`src/rtl/pwm_duty_ramp.sv`:
```
// Soft-start duty ramp for a downstream PWM generator: walks duty toward target
// in steps, updating only at period boundaries so the PWM never sees a mid-period change.
//
// state | meaning
// IDLE  | en low, duty held at 0, period divider cleared
// RAMP  | en high, duty still moving toward target
// LOCK  | en high, duty equals target
module pwm_duty_ramp #(
    parameter int R  = 8,
    parameter int RW = 16
) (
    input  logic          clk,
    input  logic          rst,
    input  logic          en,
    input  logic [R-1:0]  target,
    input  logic [R-1:0]  step,
    input  logic [RW-1:0] rate,
    output logic [R-1:0]  duty,
    output logic          period_start,
    output logic          busy,
    output logic          at_target
);

    typedef enum logic [1:0] {
        IDLE = 2'd0,
        RAMP = 2'd1,
        LOCK = 2'd2
    } state_t;

    localparam logic [R-1:0]  PCNT_MAX = {R{1'b1}};
    localparam logic [R-1:0]  P_ONE    = R'(1);
    localparam logic [RW-1:0] R_ONE    = RW'(1);

    logic [R-1:0]  pcnt_q, pcnt_d;
    logic [RW-1:0] rcnt_q, rcnt_d;
    state_t        state_q, state_d;
    logic [R-1:0]  duty_q, duty_d;
    logic          period_start_q, period_start_d;
    logic          busy_q, busy_d;
    logic          at_target_q, at_target_d;

    logic          wrap;
    logic          step_evt;
    logic [R-1:0]  step_eff;
    logic [R:0]    sum_up;
    logic [R:0]    diff_dn;
    logic [R:0]    tgt_x;
    logic [R-1:0]  duty_up;
    logic [R-1:0]  duty_dn;

    assign wrap     = (pcnt_q == PCNT_MAX);
    assign step_eff = (step == '0) ? P_ONE : step;
    assign tgt_x    = {1'b0, target};
    assign step_evt = wrap && en && (rcnt_q == rate);

    // One extra bit keeps the sum from wrapping and exposes underflow in bit R.
    assign sum_up  = {1'b0, duty_q} + {1'b0, step_eff};
    assign diff_dn = {1'b0, duty_q} - {1'b0, step_eff};
    assign duty_up = (sum_up > tgt_x) ? target : sum_up[R-1:0];
    assign duty_dn = (diff_dn[R] || (diff_dn < tgt_x)) ? target : diff_dn[R-1:0];

    always_comb begin
        pcnt_d         = pcnt_q + P_ONE;
        period_start_d = wrap;
        rcnt_d         = rcnt_q;
        duty_d         = duty_q;
        state_d        = state_q;
        busy_d         = busy_q;
        at_target_d    = at_target_q;

        if (wrap) begin
            if (!en) begin
                rcnt_d  = '0;
                duty_d  = '0;
                state_d = IDLE;
            end else begin
                if (step_evt) begin
                    rcnt_d = '0;
                    if (duty_q < target) begin
                        duty_d = duty_up;
                    end else if (duty_q > target) begin
                        duty_d = duty_dn;
                    end
                end else begin
                    rcnt_d = rcnt_q + R_ONE;
                end
                state_d = (duty_d == target) ? LOCK : RAMP;
            end
            busy_d      = (state_d == RAMP);
            at_target_d = (state_d == LOCK);
        end
    end

    always_ff @(posedge clk) begin
        if (rst) begin
            pcnt_q         <= '0;
            rcnt_q         <= '0;
            state_q        <= IDLE;
            duty_q         <= '0;
            period_start_q <= 1'b0;
            busy_q         <= 1'b0;
            at_target_q    <= 1'b0;
        end else begin
            pcnt_q         <= pcnt_d;
            rcnt_q         <= rcnt_d;
            state_q        <= state_d;
            duty_q         <= duty_d;
            period_start_q <= period_start_d;
            busy_q         <= busy_d;
            at_target_q    <= at_target_d;
        end
    end

    assign duty         = duty_q;
    assign period_start = period_start_q;
    assign busy         = busy_q;
    assign at_target    = at_target_q;

endmodule

```
`config.mk`:
```
export PLATFORM = sky130hd
export DESIGN_NAME = pwm_duty_ramp
export DESIGN_NICKNAME = d
export VERILOG_FILES = /design/src/rtl/pwm_duty_ramp.sv
export SDC_FILE = /design/constraint.sdc
export NUM_CORES = 1
export LEC_CHECK = 0
export ABC_AREA = 0
export CORE_AREA = 2 2 94 96
export CTS_CLUSTER_SIZE = 40
export DETAILED_ROUTE_END_ITERATION = 6
export DIE_AREA = 0 0 96 98
export PLACE_DENSITY = 0.66
export SYNTH_ARGS = -nofsm -noshare
export SYNTH_HDL_FRONTEND = slang
export SYNTH_SLANG_ARGS = --single-unit
```
`constraint.sdc`:
```
create_clock -name clk -period 6.1 [get_ports clk]
set_clock_uncertainty 0.15 [all_clocks]
set_input_delay 0.915 -clock clk [delete_from_list [all_inputs] [get_ports clk]]
set_output_delay 0.915 -clock clk [all_outputs]
set_load 0.03 [all_outputs]
```
* Word level (Yosys, flattened, before mapping)
Cells that the tools add are included.
** Storage, ports and cells
- Flip-flop bits (word level) :: 35
- Input port bits :: 35
- Output and inout bits :: 11
- Logic and storage cells :: 37
** Operators by class
- Add/subtract/negate cells :: 4
- $lt $le $gt $ge :: 4
- Equal/unequal tests :: 5
- Muxes and demuxes :: 14
- Reduce and logical (&&, ||, !) cells :: 4
** Operator list (number)
- 2-to-1 mux 8 bit :: 9
- 2-to-1 mux 16 bit :: 2
- adder 16 x 1 -> 16 bit, second input constant :: 1
- == test 16 bit :: 1
- adder 8 x 8 -> 9 bit :: 1
- > comparator 9 x 8 -> 1 bit :: 1
- less-than comparator 9 x 8 -> 1 bit :: 1
- subtractor 8 x 8 -> 9 bit :: 1
- adder 8 x 1 -> 8 bit, second input constant :: 1
- == test 8 bit :: 1
- == test 8 bit, second input constant :: 1
- > comparator 8 bit :: 1
- zero test 8 bit :: 1
- less-than comparator 8 bit :: 1
- 2-to-1 mux 2 bit :: 3
- == test 2 x 1 -> 1 bit, second input constant :: 1
- == test 2 bit, second input constant :: 1
- logical AND 1 bit :: 2
- logical OR 1 bit :: 1

* Logic depth before layout (Yosys ltp)
Gate-level depths: netlist (run 1).
- Depth in word-level cells :: 16
- Gate-level depth with buffers :: 19
- Mapped depth without buffers :: 19

* Worst setup path after synthesis (run 1)
OpenSTA, ideal clock, no wires.
- Kind :: in2reg
- Start :: input port step[3]
- End :: register at_target_q, in the netlist at_target
- Setup time :: 117 ps
- Arrival time :: 4642 ps
- Data required time :: 5833 ps
- Setup slack :: 1190 ps
- Cell stages on the path :: 19
- Path buffers :: 0
- Cells stage by stage :: nor4_1 > a41o_1 > ha_1 > fa_1 > and2b_1 > o2111ai_1 > nand2_1 > xnor2_1 > ha_1 > a21o_1 > a221oi_1 > o21a_1 > a21o_1 > a221oi_2 > or4_1 > nand3_1 > nor4_2 > and3_1 > a32o_1
** Between the ends
- Longest elaborated chain between the ends :: 16
- Elaborated cells between the ends (all ways) :: 19
- Those cells by class :: add/sub (2); order compare (2); eq/ne (2); mux (11); reduce/logical (2)
** Ends and longest elaborated chain
- from (decl) :: line 16 : input logic [R-1:0] step,
- zero test 8 bit :: line 52 : assign step_eff = (step == '0) ? P_ONE : step;
- 2-to-1 mux 8 bit (*) :: line 52
- subtractor 8 x 8 -> 9 bit :: line 58 : assign diff_dn = {1'b0, duty_q} - {1'b0, step_eff};
- less-than comparator 9 x 8 -> 1 bit :: line 60 : assign duty_dn = (diff_dn[R] || (diff_dn < tgt_x)) ? target : diff_dn[R-1:0];
- logical OR 1 bit :: line 60
- 2-to-1 mux 8 bit :: line 60
- 2-to-1 mux 8 bit :: line 81 : end else if (duty_q > target) begin
- 2-to-1 mux 8 bit (*) :: line 79 : if (duty_q < target) begin
- 2-to-1 mux 8 bit (*) :: line 77 : if (step_evt) begin
- 2-to-1 mux 8 bit (*) :: line 72 : if (!en) begin
- 2-to-1 mux 8 bit (*) :: line 71 : if (wrap) begin
- == test 8 bit (*) :: line 87 : state_d = (duty_d == target) ? LOCK : RAMP;
- 2-to-1 mux 2 bit (*) :: line 87
- 2-to-1 mux 2 bit (*) :: line 72
- 2-to-1 mux 2 bit (*) :: line 71
- == test 2 bit (*) :: line 90 : at_target_d = (state_d == LOCK);
- to (signal assigned) :: line 110 : at_target_q <= at_target_d;
- to (decl) :: line 40 : logic at_target_q, at_target_d;
Mark *: on every way between the ends. The rest lies on a longest branch, timed or not. The select of a mux whose other input is x is not followed.
A chain may end at the register's enable or synchronous reset.

* Final worst setup path (run 1)
- Start :: input port step[3]
- End :: register busy_q, in the netlist busy
** Between the ends
- Longest elaborated chain between the ends :: 16
- Elaborated cells between the ends (all ways) :: 19
- Those cells by class :: add/sub (2); order compare (2); eq/ne (2); mux (11); reduce/logical (2)
** Ends and longest elaborated chain
- zero test 8 bit :: line 52
- 2-to-1 mux 8 bit (*) :: line 52
- subtractor 8 x 8 -> 9 bit :: line 58
- less-than comparator 9 x 8 -> 1 bit :: line 60
- logical OR 1 bit :: line 60
- 2-to-1 mux 8 bit :: line 60
- 2-to-1 mux 8 bit :: line 81
- 2-to-1 mux 8 bit (*) :: line 79
- 2-to-1 mux 8 bit (*) :: line 77
- 2-to-1 mux 8 bit (*) :: line 72
- 2-to-1 mux 8 bit (*) :: line 71
- == test 8 bit (*) :: line 87
- 2-to-1 mux 2 bit (*) :: line 87
- 2-to-1 mux 2 bit (*) :: line 72
- 2-to-1 mux 2 bit (*) :: line 71
- == test 2 x 1 -> 1 bit (*) :: line 89 : busy_d = (state_d == RAMP);
- to (signal assigned) :: line 109 : busy_q <= busy_d;
- to (decl) :: line 39 : logic busy_q, busy_d;
Marked as above.

==> results.sh, run 1 <==
export IMPL_highest_layer="met4"
export IMPL_netlist_area_sq_um=3709
export IMPL_cp_end_kind="flop"
export IMPL_grt_pass1_wl_um=17660
export IMPL_path_delay_family="compound AO/OA/AOI/OAI gates"
export IMPL_route_met2_wl_um=4711
export IMPL_numClockSinks=35
export IMPL_antenna_diode_count=0
export IMPL_post_route_util=0.5135
export IMPL_routabilityCongestion=0.9329
export IMPL_antenna_found_initial=0
export IMPL_cts_tree="yes"
export IMPL_fmax_ghz=0.1764
export IMPL_power_leakage_nw=1.688
export IMPL_die_w_um=96
export IMPL_relSlewSlack=0.3790
export IMPL_clock_root_buffer="clkbuf_8"
export IMPL_rows=34
export IMPL_max_cap_violations=0
export IMPL_ir_worst_vdd_uv=136.5
export IMPL_wl_per_cell_um=17.44
export IMPL_detail_route_antenna_nets=0
export IMPL_slew_violations=0
export IMPL_clock_path_buffers=2
export IMPL_clock_latency_ns=0.29
export IMPL_first_pass_iters=6
export IMPL_dr_wl_met3_um=690
export IMPL_chipHeight_um=98
export IMPL_final_nets=590
export IMPL_mostFrequentLayoutCell="clkdlybuf4s50_1"
export IMPL_arrival_ns=5.71
export IMPL_hpwl_um=8350
export IMPL_cts_htree_levels=2
export IMPL_hold_violations=0
export IMPL_grt_setup_unrepaired="no"
export IMPL_routed_wl_um=10820
export IMPL_ioPinCount=46
export IMPL_initial_utilization=0.4381
export IMPL_path_max_fanout=7
export IMPL_cts_hold_buf=0
export IMPL_fin_crit_sh=0.9293
export IMPL_grt_total_usage=0.2343
export IMPL_synth_seq_area_share=0.1889
export IMPL_hold_path_class="reg -> reg"
export IMPL_via_per_inst=6.085
export IMPL_cts_made_buffers=5
export IMPL_syn_to_final_growth_pct=17.21
export IMPL_grt_pass1_vias=3514
export IMPL_syn_inst=473
export IMPL_power_density_nw_per_um2=134.7
export IMPL_io_buffers=45
export IMPL_period_minus_slack_ns=5.669
export IMPL_status="finished, final reports clean"
export IMPL_synth_edff_count=0
export IMPL_grt_max_degree=35
export IMPL_synth_seq_cells=35
export IMPL_drc=0
export IMPL_path_class="in -> reg"
export IMPL_tightest_slew_ns=0.9295
export IMPL_critPathSlowestCell="clkdlybuf4s50_1"
export IMPL_tns_ns=0
export IMPL_vias=3773
export IMPL_drtIter0Drc=344
export IMPL_path_buf_inv=1
export IMPL_layout_common_cells="clkdlybuf4s50_1 (45), nor2_1 (44), ha_1 (42), a21oi_1 (37), nand2_1 (37)"
export IMPL_drt_met1_wl_um=5218
export IMPL_timing_hold_ws_ns=0.3259
export IMPL_yosysUniqueCellTypes=69
export IMPL_syn_num_nets=552
export IMPL_ys_warnings_count=0
export IMPL_core_area_sq_um=8466
export IMPL_syn_area_per_cell_sq_um=7.841
export IMPL_synthArstFlopShare=0
export IMPL_path_clk_slew_ns=0.09
export IMPL_critPathMaxStageDelay_ns=0.46
export IMPL_drive_above_1_share=0.07227
export IMPL_grt_overflow_total=0
export IMPL_synthFlopType="dfxtp_1"
export IMPL_path_cells="clkdlybuf4s50_1, nor4_2, a41o_1, ha_1, fa_1, and2b_1, o2111ai_1, nand2_1, xnor2_1, ha_1, a21o_1, a221oi_1, o21a_1, a21o_1, nand2_1, a32oi_1, o2111ai_1, nor4_2, nand3_1, a32o_1"
export IMPL_setup_viol=0
export IMPL_die_area_sq_um=9408
export IMPL_cp_start_kind="primary input"
export IMPL_crit_required_ns=6.14
-- worst register-to-register path, stage by stage (launching register included) --
cell and delay [ns]:
dfxtp_1 0.44, inv_1 0.17, ha_1 0.26, fa_1 0.40
and2b_1 0.24, o2111ai_1 0.13, nand2_1 0.11, xnor2_1 0.18
ha_1 0.30, a21o_1 0.16, a221oi_1 0.28, o21a_1 0.27
a21o_1 0.27, nand2_1 0.09, a32oi_1 0.29, o2111ai_1 0.19
nor4_2 0.37, nand3_1 0.11, a32o_1 0.21
-- path summary, 6_finish.rpt --
check / start / endpoint / slack, ns / cells after the start
max: step[3] / busy$_SDFFE_PP0P_ / 0.43 / 20
max reg2reg: duty[0]$_SDFFE_PP0P_ / busy$_SDFFE_PP0P_ / 1.37 / 18
min: pcnt_q[0]$_SDFF_PP0_ / pcnt_q[0]$_SDFF_PP0_ / 0.33 / 1
min reg2reg: pcnt_q[0]$_SDFF_PP0_ / pcnt_q[0]$_SDFF_PP0_ / 0.33 / 1
-- sequential cells by signal, summed over array words and instances, names as in the netlist --
signal and flops:
rcnt_q 16, duty 8, pcnt_q 8, at_target 1
busy 1, period_start 1
-- synth_stat cells, types with 3 or more instances --
library cell,count,area (sq um)
a21oi_1,37,185.2
a211oi_1,8,60.06
a31oi_1,8,50.05
o21ai_0,20,100.1
a2111o_1,3,33.78
nor2b_1,6,37.54
o21ai_1,3,15.01
xnor2_1,14,122.6
nor3_1,10,50.05
or2_2,3,18.77
a311oi_1,8,70.07
dfxtp_1,35,700.7
o211ai_1,9,67.56
inv_1,31,116.4
nor4_1,4,25.02
xor2_1,22,192.7
nor4_2,5,62.56
a22oi_1,3,22.52
o21a_1,4,30.03
nand2b_1,3,18.77
nor2_1,44,165.2
and2_1,4,25.02
a21o_1,10,75.07
nand4_1,5,31.28
nand2_1,37,138.9
and3_1,7,43.79
nand3_1,16,80.08
nand3b_1,4,30.03
ha_1,42,525.5
o2111ai_1,3,26.28
o22ai_1,3,18.77
clkbuf_1,12,45.04
buf_6,3,33.78
-- cells by family after synthesis --
group	synth area share
compound gates	0.2783
xor+xnor	0.08502
fa+ha+maj	0.1525
buf+inv	0.05600
flops	0.1889
mux	0.01147
simple gates	0.2277
-- through the flow --
stage	power, mW	instances	worst slack (ns)	instance area, sq um
2_1_floorplan	0.3169	473	1.190	3709
3_3_place_gp	0.3668	612	0.2390	4225
3_5_place_dp	0.3681	612	0.1280	4225
4_1_cts	0.5883	620	0.4031	4340
5_1_grt	0.6146	620	0.02008	4347
6_report	0.5854	620	0.4315	4347
-- layer usage --
layer  global-route usage  vias to the layer above
met5                    0                        -
met4              0.05495                        0
met3              0.03627                       20
met2               0.3429                      147
met1               0.3569                     1785
li1                     -                     1821
-- area by class of cell --
| class | count | area (sq um) |
|---|---|---|
| Fill cell | 842 | 4119 |
| Multi-Input combinational cell | 390 | 2806 |
| Sequential cell | 35 | 700.7 |
| Timing Repair Buffer | 48 | 473.0 |
| Tap cell | 108 | 135.1 |
| Inverter | 31 | 116.4 |
| Clock buffer | 5 | 68.82 |
| Clock inverter | 3 | 46.29 |
-- repair_timing --
item                                    CTS  global route
buffers inserted                          0             0
endpoints found under the setup margin    0             2
gates resized for setup                   0             1
-- report_power, final --
part           total, mW  leakage (nW)  internal [mW]  switching, mW
Sequential         0.231         0.282          0.230        0.00155
Combinational      0.135          1.35         0.0601         0.0748
Clock              0.219        0.0548          0.123         0.0957
Total              0.585          1.69          0.413          0.172
(Power assumes the default switching activity.)
==> run 2: changes to the inputs <==
--- a/config.mk
+++ b/config.mk
@@ -10,6 +10,7 @@
 export CTS_CLUSTER_SIZE = 40
 export DETAILED_ROUTE_END_ITERATION = 6
 export DIE_AREA = 0 0 96 98
+export GPL_TIMING_DRIVEN = 0
 export PLACE_DENSITY = 0.66
 export SYNTH_ARGS = -nofsm -noshare
 export SYNTH_HDL_FRONTEND = slang
==> run 2 against run 1 <==
Against the previous run:
- die area did not move
- clock power fell by 16%
- via count fell by 1.1%
- worst setup slack got worse by 0.13 ns
- highest routed layer unchanged
- combinational power barely moved
- design area rose by 1.1%
- critical endpoint unchanged
==> results.sh, run 2 (synthesis results as in run 1) <==
export IMPL_status="finished, final reports clean"
export IMPL_grt_setup_unrepaired="no"
export IMPL_mostFrequentLayoutCell="nor2_1"
export IMPL_cts_hold_buf=0
export IMPL_antenna_found_initial=0
export IMPL_power_density_nw_per_um2=124.8
export IMPL_layout_common_cells="nor2_1 (44), clkdlybuf4s50_1 (43), ha_1 (42), a21oi_1 (37), nand2_1 (37)"
export IMPL_critPathSlowestCell="clkdlybuf4s50_1"
export IMPL_dpl_cell_area_sq_um=4274
export IMPL_slew_violations=0
export IMPL_rows=34
export IMPL_path_max_fanout=7
export IMPL_hpwl_um=8329
export IMPL_numClockSinks=35
export IMPL_routabilityCongestion=0.9609
export IMPL_grt_max_degree=13
export IMPL_via_per_inst=5.907
export IMPL_drive_above_1_share=0.08206
export IMPL_final_nets=602
export IMPL_syn_to_final_growth_pct=18.45
export IMPL_path_class="in -> reg"
export IMPL_cp_end_kind="flop"
export IMPL_path_buf_inv=1
export IMPL_post_route_util=0.5189
export IMPL_period_minus_slack_ns=5.802
export IMPL_clkPwrFrac=0.336
export IMPL_hold_path_class="reg -> reg"
export IMPL_final_area_sq_um=4393
export IMPL_clock_path_buffers=2
export IMPL_routed_wl_um=10370
export IMPL_vias=3733
export IMPL_wl_per_cell_um=16.41
export IMPL_drc=0
export IMPL_antenna_diode_count=0
export IMPL_grt_pass1_vias=3465
export IMPL_ioPinCount=46
export IMPL_fin_crit_sh=0.9511
export IMPL_ir_worst_vdd_uv=120.4
export IMPL_cp_start_kind="primary input"
export IMPL_critPathMaxStageDelay_ns=0.47
export IMPL_detail_route_antenna_nets=0
export IMPL_clock_latency_ns=0.30
export IMPL_path_clk_slew_ns=0.08
export IMPL_grt_pass1_wl_um=16860
export IMPL_path_cells="clkdlybuf4s50_1, nor4_2, a41o_1, ha_1, fa_1, nand2b_1, a221oi_2, or4_1, nand3_1, ha_1, nand4_1, or2_2, a21oi_1, o21a_1, mux2_2, o221ai_2, xnor2_1, nor4_2, nand3_1, a32o_1"
export IMPL_max_cap_violations=0
export IMPL_regMostFlops="rcnt_q"
export IMPL_power_leakage_nw=1.706
export IMPL_path_delay_family="simple AND/OR/NAND/NOR gates"
export IMPL_first_pass_iters=5
export IMPL_cts_made_buffers=5
export IMPL_cts_tree="yes"
export IMPL_relSlewSlack=0.4829
export IMPL_p_seq_frac=0.422
export IMPL_fmax_ghz=0.1724
export IMPL_post_place_ws_ns=-0.1189
export IMPL_cts_setup_buffers=0
export IMPL_crit_required_ns=6.15
export IMPL_grt_total_usage=0.2253
export IMPL_clock_root_buffer="clkbuf_8"
export IMPL_worst_slack_ns=0.2984
export IMPL_largest_reg_flops=16
export IMPL_arrival_ns=5.85
export IMPL_intPower_mw=0.3815
export IMPL_setup_viol=0
export IMPL_p_comb_frac=0.242
export IMPL_io_buffers=43
export IMPL_die_w_um=96
export IMPL_hold_violations=0
export IMPL_grt_overflow_total=0
export IMPL_tightest_slew_ns=0.7675
export IMPL_switching_power_mw=0.1670
export IMPL_cts_htree_levels=2
export IMPL_switching_share=0.3045
export IMPL_chipHeight_um=98
export IMPL_die_area_sq_um=9408
export IMPL_drtIter0Drc=346
export IMPL_core_area_sq_um=8466
export IMPL_initial_utilization=0.4381
run 2: changes by cell type in the layout (fill, tap and decap cells not counted), moves of 2 or more:
cell             before  now
clkdlybuf4s50_1      45   43
buf_4                 3    1
clkbuf_1              0   12
buf_6                 0    3
run 2: path summary, 6_finish.rpt:
check | from | to | slack (ns) | depth (start not counted)
worst max-delay path | step[3] | busy$_SDFFE_PP0P_ | 0.30 | 20
worst min-delay path | pcnt_q[0]$_SDFF_PP0_ | pcnt_q[0]$_SDFF_PP0_ | 0.32 | 1
worst max register to register | duty[1]$_SDFFE_PP0P_ | busy$_SDFFE_PP0P_ | 1.32 | 17
worst min register to register | pcnt_q[0]$_SDFF_PP0_ | pcnt_q[0]$_SDFF_PP0_ | 0.32 | 1
run 2: power by group through the flow:
stage               Sequential [mW]  Clock (mW)  Combinational (mW)
finish                        0.231       0.184               0.133
global route                  0.232       0.198               0.146
CTS                           0.231       0.188               0.130
detailed placement            0.237           0               0.129
global placement              0.237           0               0.126
floorplan                     0.237           0              0.0803
run 2: final cells by class:
class	instances	area, sq um
Fill cell	847	4073
Multi-Input combinational cell	390	2820
Sequential cell	35	700.7
Timing Repair Buffer	43	430.4
Tap cell	108	135.1
Inverter	31	116.4
Buffer	17	91.34
Clock buffer	6	82.58
Clock inverter	2	16.27
run 2: layer usage:
| metal | track usage | routed length (um) | vias up |
|---|---|---|---|
| met3 | 0.03858 | 687 | 5 |
| met4 | 0.04286 | 71 | 0 |
| li1 | - | - | 1851 |
| met1 | 0.3359 | 5081 | 1770 |
| met5 | 0 | 0 | - |
| met2 | 0.3403 | 4528 | 107 |
run 2: stage by stage:
stage | total power [mW] | setup TNS [ns] | cells | hold slack (ns)
finish | 0.5484 | 0 | 632 | 0.3204
global route | 0.5757 | 0 | 632 | 0.3376
CTS | 0.5495 | 0 | 632 | 0.3241
detailed placement | 0.3658 | -0.1738 | 624 | 0.3055
global placement | 0.3631 | -0.04497 | 624 | 0.2943
floorplan | 0.3169 | 0 | 473 | 0.2799
run 2: what timing repair did:
action                     CTS  global route
setup endpoints to repair    0             2
hold endpoints to repair     0             0
gates resized for setup      0             5
